File: src/rtl/fifo_port_arbiter_if.sv
// Client and FIFO-side signals of fifo_port_arbiter. The master modport is the arbiter;
// the slave modport is the client logic plus the fifo instance.
interface fifo_port_arbiter_if #(
  parameter int unsigned DW = 8,
  parameter int unsigned LW = 4
);
  logic          push_req;
  logic [DW-1:0] push_data;
  logic          push_ack;
  logic          pull_req;
  logic          pull_ack;
  logic          pull_valid;
  logic [DW-1:0] pull_data;
  logic          fifo_op;
  logic          fifo_stb;
  logic [DW-1:0] fifo_data_write;
  logic [DW-1:0] fifo_data_read;
  logic          fifo_full;
  logic          fifo_empty;
  logic [LW-1:0] level;

  modport master (
    input  push_req, push_data, pull_req, fifo_data_read, fifo_full, fifo_empty,
    output push_ack, pull_ack, pull_valid, pull_data, fifo_op, fifo_stb, fifo_data_write, level
  );

  modport slave (
    output push_req, push_data, pull_req, fifo_data_read, fifo_full, fifo_empty,
    input  push_ack, pull_ack, pull_valid, pull_data, fifo_op, fifo_stb, fifo_data_write, level
  );
endinterface

File: src/rtl/fifo_port_arbiter.sv
// Round-robin arbiter sharing a single-port FIFO command interface between a producer and
// a consumer. Define ARB_LEVEL_EN to add a saturating occupancy counter driven on level.
module fifo_port_arbiter #(
  parameter int unsigned DW   = 8,
  parameter int unsigned SIZE = 10,
  parameter int unsigned LW   = 4
) (
  input logic                 clk,
  input logic                 rst,
  fifo_port_arbiter_if.master bus
);

  if ((2 ** LW) <= (SIZE - 1)) begin : g_lw_check
    $error("LW too narrow to count SIZE-1 entries");
  end

  logic          push_elig;
  logic          pull_elig;
  logic          push_gnt;
  logic          pull_gnt;
  logic          last_grant_q;
  logic          last_grant_d;
  logic          pull_valid_q;
  logic [DW-1:0] pull_data_q;

  assign push_elig = bus.push_req & ~bus.fifo_full;
  assign pull_elig = bus.pull_req & ~bus.fifo_empty;

  // last_grant_q: 0 = push served last, 1 = pull served last.
  always_comb begin
    push_gnt     = 1'b0;
    pull_gnt     = 1'b0;
    last_grant_d = last_grant_q;
    if (!rst) begin
      if (push_elig && pull_elig) begin
        push_gnt = last_grant_q;
        pull_gnt = ~last_grant_q;
      end else begin
        push_gnt = push_elig;
        pull_gnt = pull_elig;
      end
    end
    if (push_gnt || pull_gnt) begin
      last_grant_d = pull_gnt;
    end
  end

  always_ff @(posedge clk) begin
    if (rst) begin
      last_grant_q <= 1'b1;
      pull_valid_q <= 1'b0;
      pull_data_q  <= '0;
    end else begin
      last_grant_q <= last_grant_d;
      pull_valid_q <= pull_gnt;
      if (pull_gnt) begin
        pull_data_q <= bus.fifo_data_read;
      end
    end
  end

  assign bus.fifo_stb        = push_gnt | pull_gnt;
  assign bus.fifo_op         = pull_gnt;
  assign bus.fifo_data_write = bus.push_data;
  assign bus.push_ack        = push_gnt;
  assign bus.pull_ack        = pull_gnt;
  assign bus.pull_valid      = pull_valid_q;
  assign bus.pull_data       = pull_data_q;

`ifdef ARB_LEVEL_EN
  localparam logic [LW-1:0] LevelMax = LW'(SIZE - 1);

  logic [LW-1:0] level_q;
  logic [LW-1:0] level_d;

  always_comb begin
    level_d = level_q;
    if (push_gnt && (level_q != LevelMax)) begin
      level_d = level_q + 1'b1;
    end else if (pull_gnt && (level_q != '0)) begin
      level_d = level_q - 1'b1;
    end
  end

  always_ff @(posedge clk) begin
    if (rst) begin
      level_q <= '0;
    end else begin
      level_q <= level_d;
    end
  end

  assign bus.level = level_q;
`else
  assign bus.level = '0;
`endif

endmodule

File: src/flat_wrapper.sv
// flat-port wrapper written by rule: the top's interface ports become plain ports
module fifo_port_arbiter_flat 
#(
  parameter int unsigned DW   = 8,
  parameter int unsigned SIZE = 10,
  parameter int unsigned LW   = 4
)
  (clk, rst, bus_push_req, bus_push_data, bus_pull_req, bus_fifo_data_read, bus_fifo_full, bus_fifo_empty, bus_push_ack, bus_pull_ack, bus_pull_valid, bus_pull_data, bus_fifo_op, bus_fifo_stb, bus_fifo_data_write, bus_level);
  fifo_port_arbiter_if #(.DW(DW), .LW(LW)) bus_i ();
  input logic clk;
  input logic rst;
  input wire logic [$bits(bus_i.push_req)-1:0] bus_push_req;
  input wire logic [$bits(bus_i.push_data)-1:0] bus_push_data;
  input wire logic [$bits(bus_i.pull_req)-1:0] bus_pull_req;
  input wire logic [$bits(bus_i.fifo_data_read)-1:0] bus_fifo_data_read;
  input wire logic [$bits(bus_i.fifo_full)-1:0] bus_fifo_full;
  input wire logic [$bits(bus_i.fifo_empty)-1:0] bus_fifo_empty;
  output wire logic [$bits(bus_i.push_ack)-1:0] bus_push_ack;
  output wire logic [$bits(bus_i.pull_ack)-1:0] bus_pull_ack;
  output wire logic [$bits(bus_i.pull_valid)-1:0] bus_pull_valid;
  output wire logic [$bits(bus_i.pull_data)-1:0] bus_pull_data;
  output wire logic [$bits(bus_i.fifo_op)-1:0] bus_fifo_op;
  output wire logic [$bits(bus_i.fifo_stb)-1:0] bus_fifo_stb;
  output wire logic [$bits(bus_i.fifo_data_write)-1:0] bus_fifo_data_write;
  output wire logic [$bits(bus_i.level)-1:0] bus_level;
  assign bus_i.push_req = bus_push_req;
  assign bus_i.push_data = bus_push_data;
  assign bus_i.pull_req = bus_pull_req;
  assign bus_i.fifo_data_read = bus_fifo_data_read;
  assign bus_i.fifo_full = bus_fifo_full;
  assign bus_i.fifo_empty = bus_fifo_empty;
  assign bus_push_ack = bus_i.push_ack;
  assign bus_pull_ack = bus_i.pull_ack;
  assign bus_pull_valid = bus_i.pull_valid;
  assign bus_pull_data = bus_i.pull_data;
  assign bus_fifo_op = bus_i.fifo_op;
  assign bus_fifo_stb = bus_i.fifo_stb;
  assign bus_fifo_data_write = bus_i.fifo_data_write;
  assign bus_level = bus_i.level;
  fifo_port_arbiter #(.DW(DW), .SIZE(SIZE), .LW(LW)) u_core (.clk(clk), .rst(rst), .bus(bus_i));
endmodule
File: config.mk
export PLATFORM = sky130hd
export DESIGN_NAME = fifo_port_arbiter_flat
export DESIGN_NICKNAME = d
export VERILOG_FILES = /design/src/rtl/fifo_port_arbiter_if.sv /design/src/rtl/fifo_port_arbiter.sv /design/src/flat_wrapper.sv
export SDC_FILE = /design/constraint.sdc
export NUM_CORES = 1
export LEC_CHECK = 0
export CORE_AREA = 2 2 45 47
export DETAILED_ROUTE_END_ITERATION = 12
export DIE_AREA = 0 0 47 49
export PLACE_DENSITY = 0.78
export SKIP_LAST_GASP = 1
export SLEW_MARGIN = 10
export SYNTH_ARGS = -nofsm -noshare
export SYNTH_HDL_FRONTEND = slang
export SYNTH_SLANG_ARGS = --single-unit
File: constraint.sdc
create_clock -name clk -period 2.1 [get_ports clk]
set_input_delay 0.42 -clock clk [delete_from_list [all_inputs] [get_ports clk]]
set_output_delay 0.42 -clock clk [all_outputs]
set_load 0.02 [all_outputs]
# Word level (Yosys, flattened, before mapping)
# Index checks and enable logic that the tools add are counted.
# word_totals
ff_bits	10
latch_bits	0
ramBits	0
mem_bits_ro	0
in_bits	22
n_memories	0
# classes
n_addsub	0
mul	0
div_mod_pow	0
n_lt_le_gt_ge	0
n_eq_ne	0
n_shift	0
n_mux	4
bitwise_logic	6
reduce_logical	2
# op_table
operator	count
2-to-1 mux 1 bit	4
inverter 1 bit	3
AND 1 bit	2
logical AND 1 bit	1
logical OR 1 bit	1
bitwise OR 1 bit	1

# Logic depth before layout (Yosys ltp)
# Gate-level depths: netlist (run 1).
# logic_depth
depth_word	6
ltp_mapped	5
depth_no_buf	3

# Worst setup path before layout (run 1)
# OpenSTA, ideal clock, no wires.
# synth_path
path_type	input to output
startpoint	in bus_fifo_empty
endpoint	out bus_pull_ack
arrival_time_ps	1306
slack_ps	374
path_stages	5
path_buffers	2
path_cell_list	nand2b_4 a311o_1 buf_6 inv_1 buf_4
# synth_via
elab_chain_cells	5
# synth_rtl
item	line_no	rtl
start: declaration	flat_wrapper.sv:17	input wire logic [$bits(bus_i.fifo_empty)-1:0] bus_fifo_empty;
inverter 1 bit (*)	fifo_port_arbiter.sv:27	assign pull_elig = bus.pull_req & ~bus.fifo_empty;
AND 1 bit (*)	fifo_port_arbiter.sv:27	
logical AND 1 bit	fifo_port_arbiter.sv:35	if (push_elig && pull_elig) begin
2-to-1 mux 1 bit (*)	fifo_port_arbiter.sv:35	
2-to-1 mux 1 bit (*)	fifo_port_arbiter.sv:34	if (!rst) begin
end: declaration	flat_wrapper.sv:19	output wire logic [$bits(bus_i.pull_ack)-1:0] bus_pull_ack;
# Every way passes the cells marked *; elsewhere a longest branch is shown, timed or not.

# Final worst setup path (run 1)
# layout_path
startpoint	in bus_fifo_empty
endpoint	out bus_push_ack
# layout_via
elab_chain_cells	5
# layout_rtl
item	line_no	rtl
inverter 1 bit	fifo_port_arbiter.sv:27	
AND 1 bit	fifo_port_arbiter.sv:27	
logical AND 1 bit	fifo_port_arbiter.sv:35	
2-to-1 mux 1 bit	fifo_port_arbiter.sv:35	
2-to-1 mux 1 bit	fifo_port_arbiter.sv:34	
end: declaration	flat_wrapper.sv:18	output wire logic [$bits(bus_i.push_ack)-1:0] bus_push_ack;
# Every way passes these cells.

==> flow_metrics.py, run 1 <==
metrics = {
    "layout": {
        "nets": 96,
        "fillCellCount": 192,
        "drive_gt1_share_pct": 24.7,
        "fin_cells": 100,
        "diodes": 0,
        "post-route-util_pct": 43.3,
        "syn_to_final_growth_pct": 42.1,
    },
    "clocking": {
        "cts_made_buffers": 3,
        "cts-resized-gates": 5,
        "postCtsSetupBuffers": 0,
        "h-tree-depth": 1,
        "clock_path_buffers": 2,
        "cts_tree": "yes",
        "cts-root-buf": "clkbuf_4",
        "clock_latency_ps": 260,
        "path_clk_slew_ps": 70,
        "clock_sinks": 10,
        "hold_buffers": 0,
    },
    "min_path": {
        "hold_path.class": "reg -> reg",
    },
    "yosys": {
        "yosysUniqueCellTypes": 14,
        "syn-cell-area_um2": 562,
        "ys_ff_latch": 10,
        "syn_inst": 52,
        "syn_area_per_cell_um2": 10.8,
        "synth.top_cell.area_share_pct": 35.6,
        "synth_top_cells_by_area": "dfxtp_1, mux2_4, buf_4, and2b_1, nand2b_4",
        "yosysMostFrequentCell": "buf_4",
        "synth_ff_type": "dfxtp_1",
        "ys_seq_area_share_pct": 35.6,
        "yosys_warnings": 0,
        "synth_edf_count": 0,
        "synth_top_area_cell": "dfxtp_1",
        "synthTopCellsByCount": "buf_4, dfxtp_1, and2b_1, mux2_4, inv_1",
        "synth-async-reset-ratio_pct": 0,
    },
    "power_and_ir_drop": {
        "power_density_nw_per_um2": 606,
        "vdd_drop_max_mv": 0.261,
        "power.static_leakage_nw": 0.401,
    },
    "setup_path": {
        "critPathCaptureType": "output port",
        "required_ps": 1680,
        "crit_buf_inv": 3,
        "timing.critical_path.slowest_stage_cell": "clkdlybuf4s50_1",
        "path_cells": "clkdlybuf4s50_1, nand2b_4, buf_4, nor2_1, nor3_1, clkdlybuf4s15_1",
        "slowest_delay_ps": 450,
        "critPathTopFamily": "buffers and inverters",
        "critPathKind": "in -> out",
        "cp.arrival_ps": 1610,
        "critPathMaxFanout": 2,
        "r2r_slack_ps": 880,
        "start_kind": "input pin",
    },
    "job": {
        "cap_violations": 0,
    },
    "drt": {
        "routed_wl_um": 1010,
        "vias_per_cell": 3.77,
        "drt_first_pass_iters": 1,
        "drcViolationCount": 0,
        "num_vias": 377,
        "drt_iter0_markers": 0,
        "antenna_left": 0,
        "wl_per_cell_um": 10.1,
    },
    "floorplan": {
        "dieWidth_um": 47,
        "start_util_pct": 30.5,
        "coreArea_um2": 1840,
        "io_pins": 47,
        "die_area_um2": 2300,
        "die_height_um": 49,
        "rows": 16,
    },
    "timing": {
        "setup_viol": 0,
        "slew_violations": 0,
        "whs_ps": 503,
        "hold_viol": 0,
        "setup_ws_ps": 72.4,
        "period_needed_ps": 2030,
        "clock.fmax_mhz": 493,
        "fin_crit_sh_pct": 96.6,
        "rsz0062_at_grt": "no",
        "fin_worst_skew_ps": 0.750,
    },
    "grt": {
        "antenna_found_initial": 0,
        "track_usage_pct": 9.69,
        "first_global_vias": 390,
        "grt_pass1_wl_um": 1610,
        "grt.overflow.total": 0,
        "grt_max_degree": 12,
    },
    "placement": {
        "port_buffers": 26,
        "gp_congestion": 0.548,
        "dp.cells": 96,
        "hpwl_um": 773,
        "dp_slack_ps": -307,
    },
    "outcome": {
        "outcome": "complete, no violations",
    },
}
-- metal layers --
metal | part of all wire, % | track usage, %
met5 | 0 | 0
met4 | 0 | 1.85
met3 | 9.3 | 5.56
met2 | 47 | 14.6
met1 | 43 | 11.9
-- per-stage QoR --
stage	power, mW	cell area, um^2	setup TNS [ps]
after floorplan	0.292	573	0
after global placement	0.317	773	-960
after detailed placement	0.318	773	-1020
after CTS	0.498	806	-34.5
after global routing	0.514	798	0
final	0.484	798	0
-- kinds of logic after synthesis --
group	Yosys count	synth area share (%)
buffers and inverters	18	22.7
AND/OR/NAND/NOR	12	15.4
flip-flops	10	35.6
multiplexers	8	21.4
AO/OA/AOI/OAI	3	4.23
other	1	0.668
-- final cells by class --
type / count / area [um^2] / share of cell area [%]
repair buffers: 29 / 272 / 34.0
multi-input cells: 27 / 245 / 30.7
flip-flops and latches: 10 / 200 / 25.1
clock buffers: 4 / 36.3 / 4.55
well taps: 27 / 33.8 / 4.23
inverters: 3 / 11.3 / 1.41
-- report_power, final --
part	total, mW	switching (mW)	internal, mW	leakage [nW]
sequential	0.205	0.00478	0.200	0.0819
clock	0.174	0.0685	0.105	0.0210
combinational	0.105	0.0433	0.0621	0.298
-- cells in the final DEF, fill, tap and decap left out --
cell type / synthesis / routed
nand2_1: 1 / 1
clkbuf_4: 0 / 3
mux2_4: 8 / 8
clkdlybuf4s50_1: 0 / 22
inv_1: 3 / 3
clkdlybuf4s15_1: 0 / 1
a311o_1: 1 / 1
conb_1: 1 / 4
nor2_1: 1 / 1
dlygate4sd2_1: 0 / 1
clkbuf_2: 0 / 2
clkbuf_8: 0 / 1
a21oi_1: 1 / 1
nor3_1: 1 / 1
nand2b_4: 1 / 1
a211o_1: 1 / 1
and2b_1: 8 / 8
dfxtp_1: 10 / 10
buf_4: 14 / 3
-- registers in the layout (all words and copies together), names as in the netlist --
signal	flops
u_core.bus.pull_data	8
u_core.bus.pull_valid	1
u_core.last_grant_q	1
-- worst paths after layout --
| kind | startpoint | endpoint | cells past startpoint |
|---|---|---|---|
| max reg2reg | u_core.last_grant_q$_SDFFE_PP1P_ | u_core.bus.pull_data[5]$_SDFFE_PP0P_ | 3 |
| min | u_core.last_grant_q$_SDFFE_PP1P_ | u_core.last_grant_q$_SDFFE_PP1P_ | 1 |
| min reg2reg | u_core.last_grant_q$_SDFFE_PP1P_ | u_core.last_grant_q$_SDFFE_PP1P_ | 1 |
| max | bus_fifo_empty | bus_push_ack | 6 |
No activity file was read; power rests on OpenSTA's default activity.
==> inputs of run 2 (changes only) <==
- CORE_AREA: 2 2 45 47 -> 2 2 44 46
- CTS_BUF_LIST: not set -> sky130_fd_sc_hd__clkbuf_8
- DIE_AREA: 0 0 47 49 -> 0 0 46 48
- GPL_TIMING_DRIVEN: not set -> 0
- PLACE_DENSITY: 0.78 -> 0.81
==> run 2 against run 1 <==
  * Global-route usage grew 1.4 points
  * Wire length grew 21%
  * Final cell count grew 11%
  * Sequential power is essentially flat
  * Register-to-register slack lost 130 ps
  * Worst hold slack gained 2.1 ps
  * Clock power grew 7%
  * Critical path type unchanged
  * Critical endpoint is now bus_pull_ack
  * Largest cell class unchanged
==> flow_metrics.py, run 2 (synthesized netlist as in run 1, its figures left out) <==
metrics = {
    "drt": {
        "drcViolationCount": 0,
        "antenna_left": 0,
        "drt_iter0_markers": 3,
        "vias_per_cell": 4.15,
        "drt_first_pass_iters": 4,
        "num_vias": 461,
        "wl_per_cell_um": 11.0,
        "routed_wl_um": 1220,
    },
    "power_and_ir_drop": {
        "power.static_leakage_nw": 0.518,
        "p_total_mw": 0.546,
        "power_density_nw_per_um2": 551,
        "vdd_drop_max_mv": 0.325,
    },
    "setup_path": {
        "cp.arrival_ps": 1670,
        "crit_start": "bus_fifo_empty",
        "path_cells": "clkdlybuf4s50_1, nand2b_4, a311o_1, buf_6, inv_1, buf_4, buf_6",
        "critPathMostFrequentCell": "buf_6",
        "r2r_cells": 4,
        "required_ps": 1680,
        "critPathKind": "in -> out",
        "timing.critical_path.slowest_stage_cell": "clkdlybuf4s50_1",
        "start_kind": "input pin",
        "r2r-start": "u_core.last_grant_q$_SDFFE_PP1P_",
        "r2r_slack_ps": 750,
        "crit_buf_inv": 5,
        "critPathTopFamily": "buffers and inverters",
        "critPathCaptureType": "output port",
        "slowest_delay_ps": 400,
        "regToRegEndpoint": "u_core.bus.pull_data[1]$_SDFFE_PP0P_",
        "critPathMaxFanout": 4,
    },
    "floorplan": {
        "dieWidth_um": 46,
        "coreArea_um2": 1690,
        "die_height_um": 48,
        "rows": 15,
        "io_pins": 47,
        "start_util_pct": 33.3,
        "die_area_um2": 2210,
    },
    "outcome": {
        "outcome": "complete, no violations",
    },
    "min_path": {
        "hold_depth": 1,
        "hold_path.class": "reg -> reg",
        "holdPathEnd": "u_core.last_grant_q$_SDFFE_PP1P_",
        "min-delay-start": "u_core.last_grant_q$_SDFFE_PP1P_",
    },
    "layout": {
        "drive_gt1_share_pct": 33.0,
        "diodes": 0,
        "nets": 118,
        "largest_reg_flops": 8,
        "fillCellCount": 153,
        "stdcell_area_um2": 990,
        "final_cell_mix": "clkdlybuf4s50_1, buf_4, dfxtp_1",
        "multi_input_area_um2": 245,
        "seq_area_um2": 200,
        "layout_commonest_cell": "clkdlybuf4s50_1",
        "post-route-util_pct": 58.6,
        "syn_to_final_growth_pct": 76.2,
    },
    "timing": {
        "whs_ps": 505,
        "clock.fmax_mhz": 479,
        "slew_violations": 0,
        "fin_worst_skew_ps": 4.69,
        "period_needed_ps": 2090,
        "setup_viol": 0,
        "fin_crit_sh_pct": 99.4,
        "hold_viol": 0,
        "setup_ws_ps": 11.6,
    },
    "grt": {
        "grt_max_degree": 11,
        "antenna_found_initial": 0,
        "grt.overflow.total": 0,
        "track_usage_pct": 11.1,
        "first_global_vias": 453,
        "grt_pass1_wl_um": 1660,
    },
    "placement": {
        "post_dp_cell_area_um2": 935,
        "hpwl_um": 959,
        "gp_congestion": 0.609,
        "dp_slack_ps": -555,
        "port_buffers": 34,
    },
    "job": {
        "cap_violations": 0,
    },
    "clocking": {
        "h-tree-depth": 1,
        "clock_sinks": 10,
        "cts-root-buf": "clkbuf_8",
        "cts_tree": "yes",
        "cts_made_buffers": 3,
        "clock_path_buffers": 2,
        "clock_latency_ps": 230,
        "path_clk_slew_ps": 50,
    },
}
==> run 2: cell count changes in the layout (fill, tap and decap cells not counted), sizes merged <==
cell           previous run  this run
dlygate4sd2               1         2
dlymetal6s2s              0         1
buf                       3        19
clkdlybuf4s50            22        29
clkbuf                    6         3
clkdlybuf4s15             1         0
==> run 2: layout make-up <==
cell class	count	share of cell area, %
tap	17	2.15
multi-input combinational	27	24.8
timing repair buffer	36	35.8
buffer	15	11.8
sequential	10	20.2
clock buffer	3	4.17
inverter	3	1.14
==> run 2: stage by stage <==
step                TNS (ps)  cells
floorplan                  0     55
global placement       -1220    106
detailed placement     -1300    106
CTS                     -105    109
global route           -13.4    111
finish                     0    111
==> run 2: how the worst max path moves through the flow <==
stage	cells past startpoint	slack (ps)	end
after CTS	7	-110	bus_pull_ack
after global routing	7	-10	bus_pull_ack
final	7	10	bus_pull_ack
after floorplan	5	370	bus_pull_ack
after detailed placement	7	-550	bus_pull_ack
after global placement	7	-500	bus_pull_ack
==> run 2: worst register-to-register path: cells and delay by family, from the launching register on <==
kind                   cells  cell delay, ps
AO/OA/AOI/OAI              1             320
buffers and inverters      2             290
flip-flops                 1             320
multiplexers               1             300
==> run 2: timing repair <==
action | CTS | global route
hold buffers | 0 | 0
pin swaps | 0 | 1
resized for setup | 11 | 3
hold endpoints to repair | 0 | 0
setup buffers | 0 | 2
setup endpoints to repair | 4 | 2
==> run 2: metal layers <==
metal / vias to the layer above / track usage, % / routed length (um)
met1: 199 / 10.6 / 452
met4: 0 / 1.71 / 0
met3: 0 / 5.66 / 112
li1: 232 / - / -
met5: - / 0 / 0
met2: 30 / 21.4 / 656
==> run 2: power by group <==
group | internal, mW | switching (mW) | total, mW
Combinational | 0.0922 | 0.0606 | 0.153
Clock | 0.124 | 0.0626 | 0.187
Sequential | 0.201 | 0.00461 | 0.206
Total | 0.418 | 0.128 | 0.546
